==> src/rtl/multicycle_control_unit.sv <==
// Multi-cycle CPU controller: sequences IF/ID/EXE/MEM/WB and drives
// every datapath write enable and mux select from state + opcode.
module multicycle_control_unit (
   input  logic       CLK,
   input  logic       Reset,
   input  logic [5:0] opcode,
   input  logic       zero,
   input  logic       sign,
   output logic [2:0] state,
   output logic       PCWre,
   output logic       IRWre,
   output logic       RegWre,
   output logic       mRD,
   output logic       mWR,
   output logic       ALUSrcA,
   output logic       ALUSrcB,
   output logic       ExtSel,
   output logic       DBDataSrc,
   output logic       WrRegDSrc,
   output logic [1:0] RegDst,
   output logic [1:0] PCSrc,
   output logic [2:0] ALUOp
);

   typedef enum logic [2:0] {
      S_IF     = 3'b000,
      S_ID     = 3'b001,
      S_EXE_LS = 3'b010,
      S_MEM    = 3'b011,
      S_WB_LD  = 3'b100,
      S_EXE_BR = 3'b101,
      S_EXE_AL = 3'b110,
      S_WB_AL  = 3'b111
   } state_t;

   typedef enum logic [2:0] {
      C_NOP,
      C_RTYPE,
      C_IMM,
      C_BR,
      C_LS,
      C_JUMP,
      C_HALT
   } cls_t;

   localparam logic [5:0] OP_ADD   = 6'b000000;
   localparam logic [5:0] OP_SUB   = 6'b000001;
   localparam logic [5:0] OP_ADDIU = 6'b000010;
   localparam logic [5:0] OP_AND   = 6'b010000;
   localparam logic [5:0] OP_ANDI  = 6'b010001;
   localparam logic [5:0] OP_ORI   = 6'b010010;
   localparam logic [5:0] OP_SLL   = 6'b011000;
   localparam logic [5:0] OP_SLTI  = 6'b100111;
   localparam logic [5:0] OP_SW    = 6'b110000;
   localparam logic [5:0] OP_LW    = 6'b110001;
   localparam logic [5:0] OP_BEQ   = 6'b110100;
   localparam logic [5:0] OP_BNE   = 6'b110101;
   localparam logic [5:0] OP_BLTZ  = 6'b110110;
   localparam logic [5:0] OP_J     = 6'b111000;
   localparam logic [5:0] OP_JR    = 6'b111001;
   localparam logic [5:0] OP_JAL   = 6'b111010;
   localparam logic [5:0] OP_HALT  = 6'b111111;

   state_t     r_state;
   state_t     w_next;
   cls_t       w_cls;
   logic [2:0] w_aop;
   logic       w_sa;
   logic       w_sb;
   logic       w_ext;
   logic       w_take;
   logic       w_is_lw;

   // Per-opcode class and the ALU settings used from EXE until retire
   always_comb begin
      w_cls = C_NOP;
      w_aop = 3'b000;
      w_sa  = 1'b0;
      w_sb  = 1'b0;
      w_ext = 1'b0;
      case (opcode)
         OP_ADD: w_cls = C_RTYPE;
         OP_SUB: begin
            w_cls = C_RTYPE;
            w_aop = 3'b001;
         end
         OP_ADDIU: begin
            w_cls = C_IMM;
            w_sb  = 1'b1;
            w_ext = 1'b1;
         end
         OP_AND: begin
            w_cls = C_RTYPE;
            w_aop = 3'b100;
         end
         OP_ANDI: begin
            w_cls = C_IMM;
            w_aop = 3'b100;
            w_sb  = 1'b1;
         end
         OP_ORI: begin
            w_cls = C_IMM;
            w_aop = 3'b011;
            w_sb  = 1'b1;
         end
         OP_SLL: begin
            w_cls = C_RTYPE;
            w_aop = 3'b010;
            w_sa  = 1'b1;
         end
         OP_SLTI: begin
            w_cls = C_IMM;
            w_aop = 3'b101;
            w_sb  = 1'b1;
            w_ext = 1'b1;
         end
         OP_SW, OP_LW: begin
            w_cls = C_LS;
            w_sb  = 1'b1;
            w_ext = 1'b1;
         end
         OP_BEQ, OP_BNE: begin
            w_cls = C_BR;
            w_aop = 3'b001;
            w_ext = 1'b1;
         end
         OP_BLTZ: begin
            w_cls = C_BR;
            w_ext = 1'b1;
         end
         OP_J, OP_JR, OP_JAL: w_cls = C_JUMP;
         OP_HALT: w_cls = C_HALT;
         default: w_cls = C_NOP;
      endcase
   end

   assign w_is_lw = (opcode == OP_LW);
   assign w_take  = ((opcode == OP_BEQ) & zero)
                  | ((opcode == OP_BNE) & ~zero)
                  | ((opcode == OP_BLTZ) & sign);

   always_comb begin
      w_next = S_IF;
      unique case (r_state)
         S_IF: w_next = S_ID;
         S_ID: begin
            case (w_cls)
               C_RTYPE, C_IMM: w_next = S_EXE_AL;
               C_BR:           w_next = S_EXE_BR;
               C_LS:           w_next = S_EXE_LS;
               C_HALT:         w_next = S_ID;
               default:        w_next = S_IF;
            endcase
         end
         S_EXE_AL: w_next = S_WB_AL;
         S_WB_AL:  w_next = S_IF;
         S_EXE_BR: w_next = S_IF;
         S_EXE_LS: w_next = S_MEM;
         S_MEM:    w_next = w_is_lw ? S_WB_LD : S_IF;
         S_WB_LD:  w_next = S_IF;
      endcase
   end

   always_ff @(posedge CLK or posedge Reset) begin
      if (Reset) r_state <= S_IF;
      else       r_state <= w_next;
   end

   assign state = r_state;

   always_comb begin
      PCWre     = 1'b0;
      IRWre     = 1'b0;
      RegWre    = 1'b0;
      mRD       = 1'b0;
      mWR       = 1'b0;
      ALUSrcA   = 1'b0;
      ALUSrcB   = 1'b0;
      ExtSel    = 1'b0;
      DBDataSrc = 1'b0;
      WrRegDSrc = 1'b0;
      RegDst    = 2'b00;
      PCSrc     = 2'b00;
      ALUOp     = 3'b000;
      unique case (r_state)
         S_IF: IRWre = 1'b1;
         S_ID: begin
            if (w_cls == C_JUMP) begin
               PCWre  = 1'b1;
               PCSrc  = (opcode == OP_JR) ? 2'b10 : 2'b11;
               RegWre = (opcode == OP_JAL);
            end else if (w_cls == C_NOP) begin
               PCWre = 1'b1;
            end
         end
         S_EXE_AL, S_EXE_LS: begin
            ALUOp   = w_aop;
            ALUSrcA = w_sa;
            ALUSrcB = w_sb;
            ExtSel  = w_ext;
         end
         S_WB_AL: begin
            ALUOp     = w_aop;
            ALUSrcA   = w_sa;
            ALUSrcB   = w_sb;
            ExtSel    = w_ext;
            RegWre    = 1'b1;
            WrRegDSrc = 1'b1;
            RegDst    = (w_cls == C_RTYPE) ? 2'b10 : 2'b01;
            PCWre     = 1'b1;
         end
         S_EXE_BR: begin
            ALUOp  = w_aop;
            ExtSel = w_ext;
            PCWre  = 1'b1;
            PCSrc  = w_take ? 2'b01 : 2'b00;
         end
         S_MEM: begin
            ALUOp   = w_aop;
            ALUSrcB = w_sb;
            ExtSel  = w_ext;
            mRD     = w_is_lw;
            mWR     = ~w_is_lw;
            PCWre   = ~w_is_lw;
         end
         S_WB_LD: begin
            ALUOp     = w_aop;
            ALUSrcB   = w_sb;
            ExtSel    = w_ext;
            RegWre    = 1'b1;
            DBDataSrc = 1'b1;
            WrRegDSrc = 1'b1;
            RegDst    = 2'b01;
            PCWre     = 1'b1;
         end
      endcase
      // Reset kills every write strobe immediately, even mid-cycle
      if (Reset) begin
         PCWre  = 1'b0;
         IRWre  = 1'b0;
         RegWre = 1'b0;
         mRD    = 1'b0;
         mWR    = 1'b0;
      end
   end

endmodule

==> config.mk <==
export PLATFORM = sky130hd
export DESIGN_NAME = multicycle_control_unit
export DESIGN_NICKNAME = d
export VERILOG_FILES = /design/src/rtl/multicycle_control_unit.sv
export SDC_FILE = /design/constraint.sdc
export NUM_CORES = 1
export LEC_CHECK = 0
export ABC_AREA = 1
export BUFFER_PORTS_ARGS = -buffer_cell sky130_fd_sc_hd__buf_2
export CAP_MARGIN = 20
export CORE_AREA = 2 2 39 41
export DETAILED_ROUTE_END_ITERATION = 12
export DIE_AREA = 0 0 41 43
export PLACE_DENSITY = 0.82
export RECOVER_POWER = 50
export SETUP_SLACK_MARGIN = 0.4
export SLEW_MARGIN = 10
export SYNTH_ARGS = -nofsm -noshare
export SYNTH_HDL_FRONTEND = slang
export SYNTH_SLANG_ARGS = --single-unit
==> constraint.sdc <==
create_clock -name CLK -period 3.4 [get_ports CLK]
set_input_delay 0.68 -clock CLK [delete_from_list [all_inputs] [get_ports CLK]]
set_output_delay 0.68 -clock CLK [all_outputs]
set_load 0.005 [all_outputs]
==> impl_results.md, run 1 <==
* Post-synth top area share at 18.1%
* Diode count at 0
* Final hold violations at 0
* Die height at 43 um
* Worst Setup Path Type: in -> out
* Critical path arrival at 1930 ps
* Final slew viol count at 0
* Reg2reg end: state[2]$_DFF_PP0_
* Relative slew slack at 71.6%
* Syn Area/Cell at 5.33 um^2
* Num CTS Buffers at 3
* WL final at between 1.5 and 2 mm
* Gp weighted congestion at 0.868
* First drt pass iteration count at 5
* DIE AREA at about 1800 um^2
* TritonCTS Sinks at 3
* Initial core utilization at between 40% and 50%
* First-pass GRT wire length at 2.80 mm
* R2r startpoint: state[1]$_DFF_PP0_
* CTS Hold Bufs at 0
* Worst Setup Start Kind: primary input
* PD cells at ~380 nW/um^2
* Non-filler cells, final at ~160
* RSZ-0062 raised after global routing: false
* CTS tree: yes
* Largest area contributor in the netlist: nand2_1
* CTS Root Cell: clkbuf_4
* Largest net degree at the start of global routing at 11
* Critical Path RT at around 2700 ps
* Outcome: complete, no violations
* Synth cell types at 24
* Clock skew at 2.38 ps
* Port Buffer Count at 29
* Vias in the first global route at 724
* Class of the worst hold path: in -> async
* Syn_nets at roughly 120
* Register area share after synthesis at 12.5%
* Placed instance count at 157
* Die X at a little over 40 um
* Setup violators final at 0
* Core ar. at 1380 um^2
* #FFs+latches synth at 3
* Clk pin slew, worst setup/hold paths at 40 ps
* Clock Latency Late Sink at approximately 240 ps
* ANT nets after route at 0
* Reg2reg setup slack at roughly 2200 ps
* Count of warnings emitted by yosys at 0
* Post-CTS Repair Setup Buffers at 0
* Cells after Synth at 113
* Max reg flops at 3
* Floorplan row count at 14
* Worst-Margin Slew at 424 ps
* LEAKAGE at 0.422 nW
* Clock Tree Buf Depth at 2
* GRT Total Usage at 21.9%
* Crit-path max FO at 6
* Final period utilization at 76.8%
* Hpwl dp at 1.48 mm
* Post_cts resized at 0
* Gr ovfl total at 0
* Drt via density at roughly 5.2
* Setup TNS at 0 ps
* Vias at 842
* I/O pin total at 30
* Top post-synthesis cells by area: nand2_1 18%, dfrtp_1 12%, nor2_1 12%
* Max-Cap Viols at 0
* Crit. End Element: output pin
* Wirelength per Cell at 11.1 um
* Highest clock rate at ~380 MHz
* Final core utilization at 55.7%
* Drt initial violations at 27
* Nets at 156
* Worst VDD drop at 150 uV
* Area grow syn2layout at 28.1%
* Initial antenna violation count at 0
* H-tree levels at 1
* Worst Reg-to-Reg Cells at 4
* Cell Area, Synth at 602 um^2
* Min Clock Period, post-route at 2610 ps
* Layout cells sized above 1 at 26.9%
* DRC violations left at 0
-- power breakdown --
part / switching, mW / internal (mW)
logic: 0.0971 / 0.0584
registers: 0.0262 / 0.0478
clock network: 0.0212 / 0.0442
-- routing by layer --
layer  vias up  wire (um)  part of all wire, %  track usage, %
li1        436          -                    -               -
met3         2         99                  5.5               0
met1       371        758                   42            28.8
met5         -          0                    0               0
met4         0         19                  1.1            8.00
met2        33        913                   51            36.3
-- worst max-delay path by stage --
| stage | from | end | slack [ps] | depth (start not counted) |
|---|---|---|---|---|
| after floorplan | opcode[2] | PCSrc[0] | 1250 | 9 |
| after global placement | opcode[2] | PCSrc[0] | 960 | 11 |
| after CTS | opcode[2] | PCSrc[0] | 940 | 11 |
| final | opcode[2] | PCWre | 790 | 9 |
| after global routing | opcode[2] | PCWre | 670 | 9 |
| after detailed placement | opcode[2] | PCSrc[0] | 940 | 11 |
-- metrics by stage --
step	power (mW)	hold WS (ps)	setup WS (ps)	instance area [um^2]
2_1_floorplan	0.172	434	1250	602
6_report	0.295	403	790	771
3_3_place_gp	0.227	605	959	762
4_1_cts	0.301	362	940	788
5_1_grt	0.327	424	665	771
3_5_place_dp	0.234	616	944	762
-- cells in the mapped netlist --
| master | count |
|---|---|
| o21ai_0 | 2 |
| and3_1 | 1 |
| o211ai_1 | 2 |
| nand2_1 | 29 |
| buf_2 | 1 |
| o21ai_2 | 1 |
| nor2_1 | 20 |
| nand2_2 | 2 |
| a22oi_1 | 1 |
| nand3_1 | 7 |
| nand3_2 | 3 |
| nor2_2 | 5 |
| inv_2 | 4 |
| nand3b_2 | 1 |
| inv_1 | 13 |
| nor3_1 | 1 |
| a41oi_1 | 1 |
| a21oi_1 | 6 |
| a31oi_1 | 3 |
| a32oi_1 | 1 |
| nand4_1 | 4 |
| clkinv_1 | 1 |
| nor4_1 | 1 |
| dfrtp_1 | 3 |
-- area by class of cell --
class / instances / area (um^2)
clock buffers: 4 / 26.3
well taps: 16 / 20.0
inverters: 18 / 67.6
multi-input cells: 91 / 444
repair buffers: 29 / 138
flip-flops and latches: 3 / 75.1
fillers: 152 / 613
-- cell families after synthesis --
| family | synth area share (%) |
|---|---|
| flip-flops | 12.5 |
| AO/OA/AOI/OAI | 17.9 |
| buffers and inverters | 12.1 |
| AND/OR/NAND/NOR | 57.6 |
-- worst max-delay path, cell delays in order --
cell and delay (ps):
buf_2 100, inv_1 90, nor2_1 350, nand3b_2 190, nand3_1 170, nor2_1 80
nand3_1 70, a21oi_1 70, buf_2 140
-- placed cells by master, fill, tap and decap left out, drive strengths merged --
cell type and count:
a21oi 6, a32oi 1, nor4 1, nand4 4, nand2 31, o211ai 2
and3 1, nand3 10, buf 22, dfrtp 3, inv 17, a22oi 1
nor3 1, nor2 25, a31oi 3, clkbuf 11, o21ai 3, a41oi 1
nand3b 1, clkinv 1
No activity file was read; power rests on OpenSTA's default activity.
==> run 2: changes to the inputs <==
--- a/config.mk
+++ b/config.mk
@@ -5,12 +5,12 @@
 export SDC_FILE = /design/constraint.sdc
 export NUM_CORES = 1
 export LEC_CHECK = 0
-export ABC_AREA = 1
+export ABC_AREA = 0
 export BUFFER_PORTS_ARGS = -buffer_cell sky130_fd_sc_hd__buf_2
 export CAP_MARGIN = 20
-export CORE_AREA = 2 2 39 41
+export CORE_MARGIN = 1
+export CORE_UTILIZATION = 47
 export DETAILED_ROUTE_END_ITERATION = 12
-export DIE_AREA = 0 0 41 43
 export PLACE_DENSITY = 0.82
 export RECOVER_POWER = 50
 export SETUP_SLACK_MARGIN = 0.4
==> constraint.sdc (replaced) <==
create_clock -name CLK -period 2.6 [get_ports CLK]
set_input_delay 0.52 -clock CLK [delete_from_list [all_inputs] [get_ports CLK]]
set_output_delay 0.52 -clock CLK [all_outputs]
set_load 0.005 [all_outputs]
==> run 2 against run 1 <==
Effect of this change: clock power up 31%; count of clock-buffer cells in the layout unchanged; synthesized area up 20%; non-clock buffer count up 1; sequential cell count is the same; design area grew 18%; utilization grew 11 points; critical path depth decreased by 2; total power grew 82%; global-route usage increased by 5.6 points; highest routed layer unchanged; worst hold slack worse by 170 ps.
==> impl_results.md, run 2 <==
* First drt pass iteration count at 5
* Worst-Margin Slew at 500 ps
* Met3 Resource Use GR at 5.43%
* Nets at 150
* Post-synth ARST share at 100%
* CTS Root Cell: clkbuf_4
* Syn_nets at about 130
* Vias at 974
* Final hold violations at 0
* Synth Area in Adders at 0%
* Power share of the clock group at 15.9%
* CP Capture Point: PCWre
* Critical Path RT at 2080 ps
* DRC violations left at 0
* Critical Path Max Stage Delay at 220 ps
* Post-synth EDFFs at 0
* Min Clock Period, post-route at 2220 ps
* Critical-path top delay cell: a32o_1
* Most common cell after layout, fill and taps aside: buf_2
* Gp weighted congestion at 0.914
* Die height at 41.2 um
* Final period utilization at 85.4%
* WL final at 2.22 mm
* Worst Setup Start Kind: primary input
* Drt initial violations at 45
* PD cells at 590 nW/um^2
* Relative slew slack at 66.7%
* Clock Tree Buf Depth at 2
* Area grow syn2layout at 26.4%
* LEAKAGE at 0.397 nW
* CTS tree: yes
* Flop pwr share at 27.2%
* Post-Synth XOR/XNOR Area at about 4.9%
* Fill cells at 129
* Worst Reg-to-Reg Cells at 4
* Clk pin slew, worst setup/hold paths at 40 ps
* Area post-placement at 831 um^2
* Most frequent cells in the layout: 18 x buf_2, 14 x nor2_1, 10 x nand2_1
* Reg2reg setup slack at 1130 ps
* I/O pin total at 30
* Post-synth top area share at 10.4%
* TritonCTS Sinks at 3
* Met2 Use GR at 46.1%
* Die X at 41.2 um
* Power Total at approximately 0.54 mW
* Finished Cell Area at 911 um^2
* Max-Cap Viols at 0
* Gr ovfl total at 0
* Port Buffer Count at 29
* Largest net degree at the start of global routing at 22
* Initial antenna violation count at 0
* Initial core utilization at 52.7%
* Post-CTS Repair Setup Buffers at 0
* Clock Latency Late Sink at 240 ps
* Main flop type after synthesis: dfrtp_1
* Final slew viol count at 0
* First-pass GRT wire length at 3.17 mm
* Highest clock rate at 450 MHz
* Setup ws final at 379 ps
* R2r startpoint: state[2]$_DFF_PP0_
* Diode count at 0
* Dpl ws at 278 ps
* Mux share of post-synthesis cell area at 1.39%
* Worst VDD drop at 480 uV
* Num CTS Buffers at 3
* Count of warnings emitted by yosys at 0
* Pint at 0.254 mW
* RSZ-0062 raised after global routing: true
* Wirelength per Cell at 14.4 um
* Outcome: complete, no violations
* Busiest grt layer: met2
* Top post-synthesis cells by area: dfrtp_1 10%, nor2_1 7.3%, a21oi_1 6.3%
* Commonest cells in the netlist: 14 x nor2_1, 11 x nand2_1, 9 x a21oi_1, 9 x nor3_1, 7 x o21ai_0
* #FFs+latches synth at 3
* Setup violators final at 0
* Clock skew at approximately 3.6 ps
* Syn Area/Cell at 6.21 um^2
* Largest area contributor in the netlist: dfrtp_1
* Post-synthesis compound-gate area fraction at 28.0%
* H-tree levels at 1
* Critical path arrival at 1700 ps
* Core ar. at 1370 um^2
* GRT Total Usage at 27.5%
* Met1 Track Usage GR at between 30% and 40%
* Cell Area, Synth at 721 um^2
* Max reg flops at 3
* Post-synthesis simple-gate area fraction at approximately 44%
* Sw Ratio at 52.8%
* Hpwl dp at 1.50 mm
* Drt via density at 6.32
* Comb power frac at ~57%
* Synth cell types at 39
* Floorplan row count at 13
* Setup TNS at 0 ps
* Largest family of logic cells by synthesized area: simple AND/OR/NAND/NOR gates
* P_sw at between 0.2 and 0.3 mW
* Worst path cell trace: clkbuf_4 -> nand2_1 -> o22ai_1 -> a32o_1 -> a22oi_2 -> o2bb2ai_1 -> buf_2
* Worst setup path start: opcode[0]
* Layout cells sized above 1 at 26.6%
* Worst Setup Path Type: in -> out
* Class of the worst hold path: in -> async
* DIE AREA at 1690 um^2
* Reg2reg end: state[1]$_DFF_PP0_
* Most common cell in the netlist: nor2_1
* Crit. End Element: output pin
* Cells after Synth at between 100 and 150
* ANT nets after route at 0
* Register area share after synthesis at approximately a tenth
* Vias in the first global route at 727
* Crit-path max FO at 12
-- run 2: critical path, delay by kind of cell --
| family | cells | cell delay (ps) |
|---|---|---|
| buf+inv | 2 | 330 |
| simple gates | 1 | 210 |
| compound gates | 4 | 650 |
-- run 2: cells by family (layout without fill, tap and decap cells) --
group / after synthesis / in the layout
AO/OA/AOI/OAI: 31 / 31
XOR/XNOR: 4 / 4
buffers and inverters: 16 / 39
flip-flops: 3 / 3
multiplexers: 1 / 1
AND/OR/NAND/NOR: 61 / 61
-- run 2: worst min path at each step --
stage          depth (start not counted)                 end   from  slack (ps)
3_5_place_dp                           2  state[2]$_DFF_PP0_  Reset         450
4_1_cts                                2  state[2]$_DFF_PP0_  Reset         200
3_3_place_gp                           2  state[2]$_DFF_PP0_  Reset         440
5_1_grt                                2  state[2]$_DFF_PP0_  Reset         250
2_1_floorplan                          1  state[0]$_DFF_PP0_  Reset         280
6_report                               2  state[2]$_DFF_PP0_  Reset         230
-- run 2: stage by stage --
stage | hold slack (ps) | std cells | util [%]
detailed placement | 452 | 150 | 60.8
global route | 249 | 154 | 66.7
floorplan | 279 | 116 | -
finish | 234 | 154 | 66.7
global placement | 445 | 150 | 60.8
CTS | 196 | 154 | 63.9
-- run 2: power groups by stage --
stage,Sequential (mW),Clock (mW),Combinational (mW)
2_1_floorplan,0.0903,0,0.235
3_3_place_gp,0.137,0,0.282
3_5_place_dp,0.141,0,0.292
4_1_cts,0.140,0.0881,0.297
5_1_grt,0.155,0.0918,0.341
6_report,0.146,0.0853,0.306
-- run 2: metal layers --
layer  wire length [um]  up-vias
li1                   -      465
met1                890      436
met2               1090       67
met3                200        6
met4                 31        0
met5                  0        -
-- run 2: area by class of cell --
class / instances / area [um^2] / share of cell area (%)
Multi-Input combinational cell: 97 / 611 / 67.0
Clock buffer: 4 / 26.3 / 2.88
Inverter: 5 / 18.8 / 2.06
Timing Repair Buffer: 30 / 161 / 17.7
Sequential cell: 3 / 75.1 / 8.24
Tap cell: 15 / 18.8 / 2.06
-- run 2: timing repair --
action,in CTS,in global routing
resized for setup,4,16
setup endpoints to repair,1,7
pin swaps,0,2
hold buffers,0,0
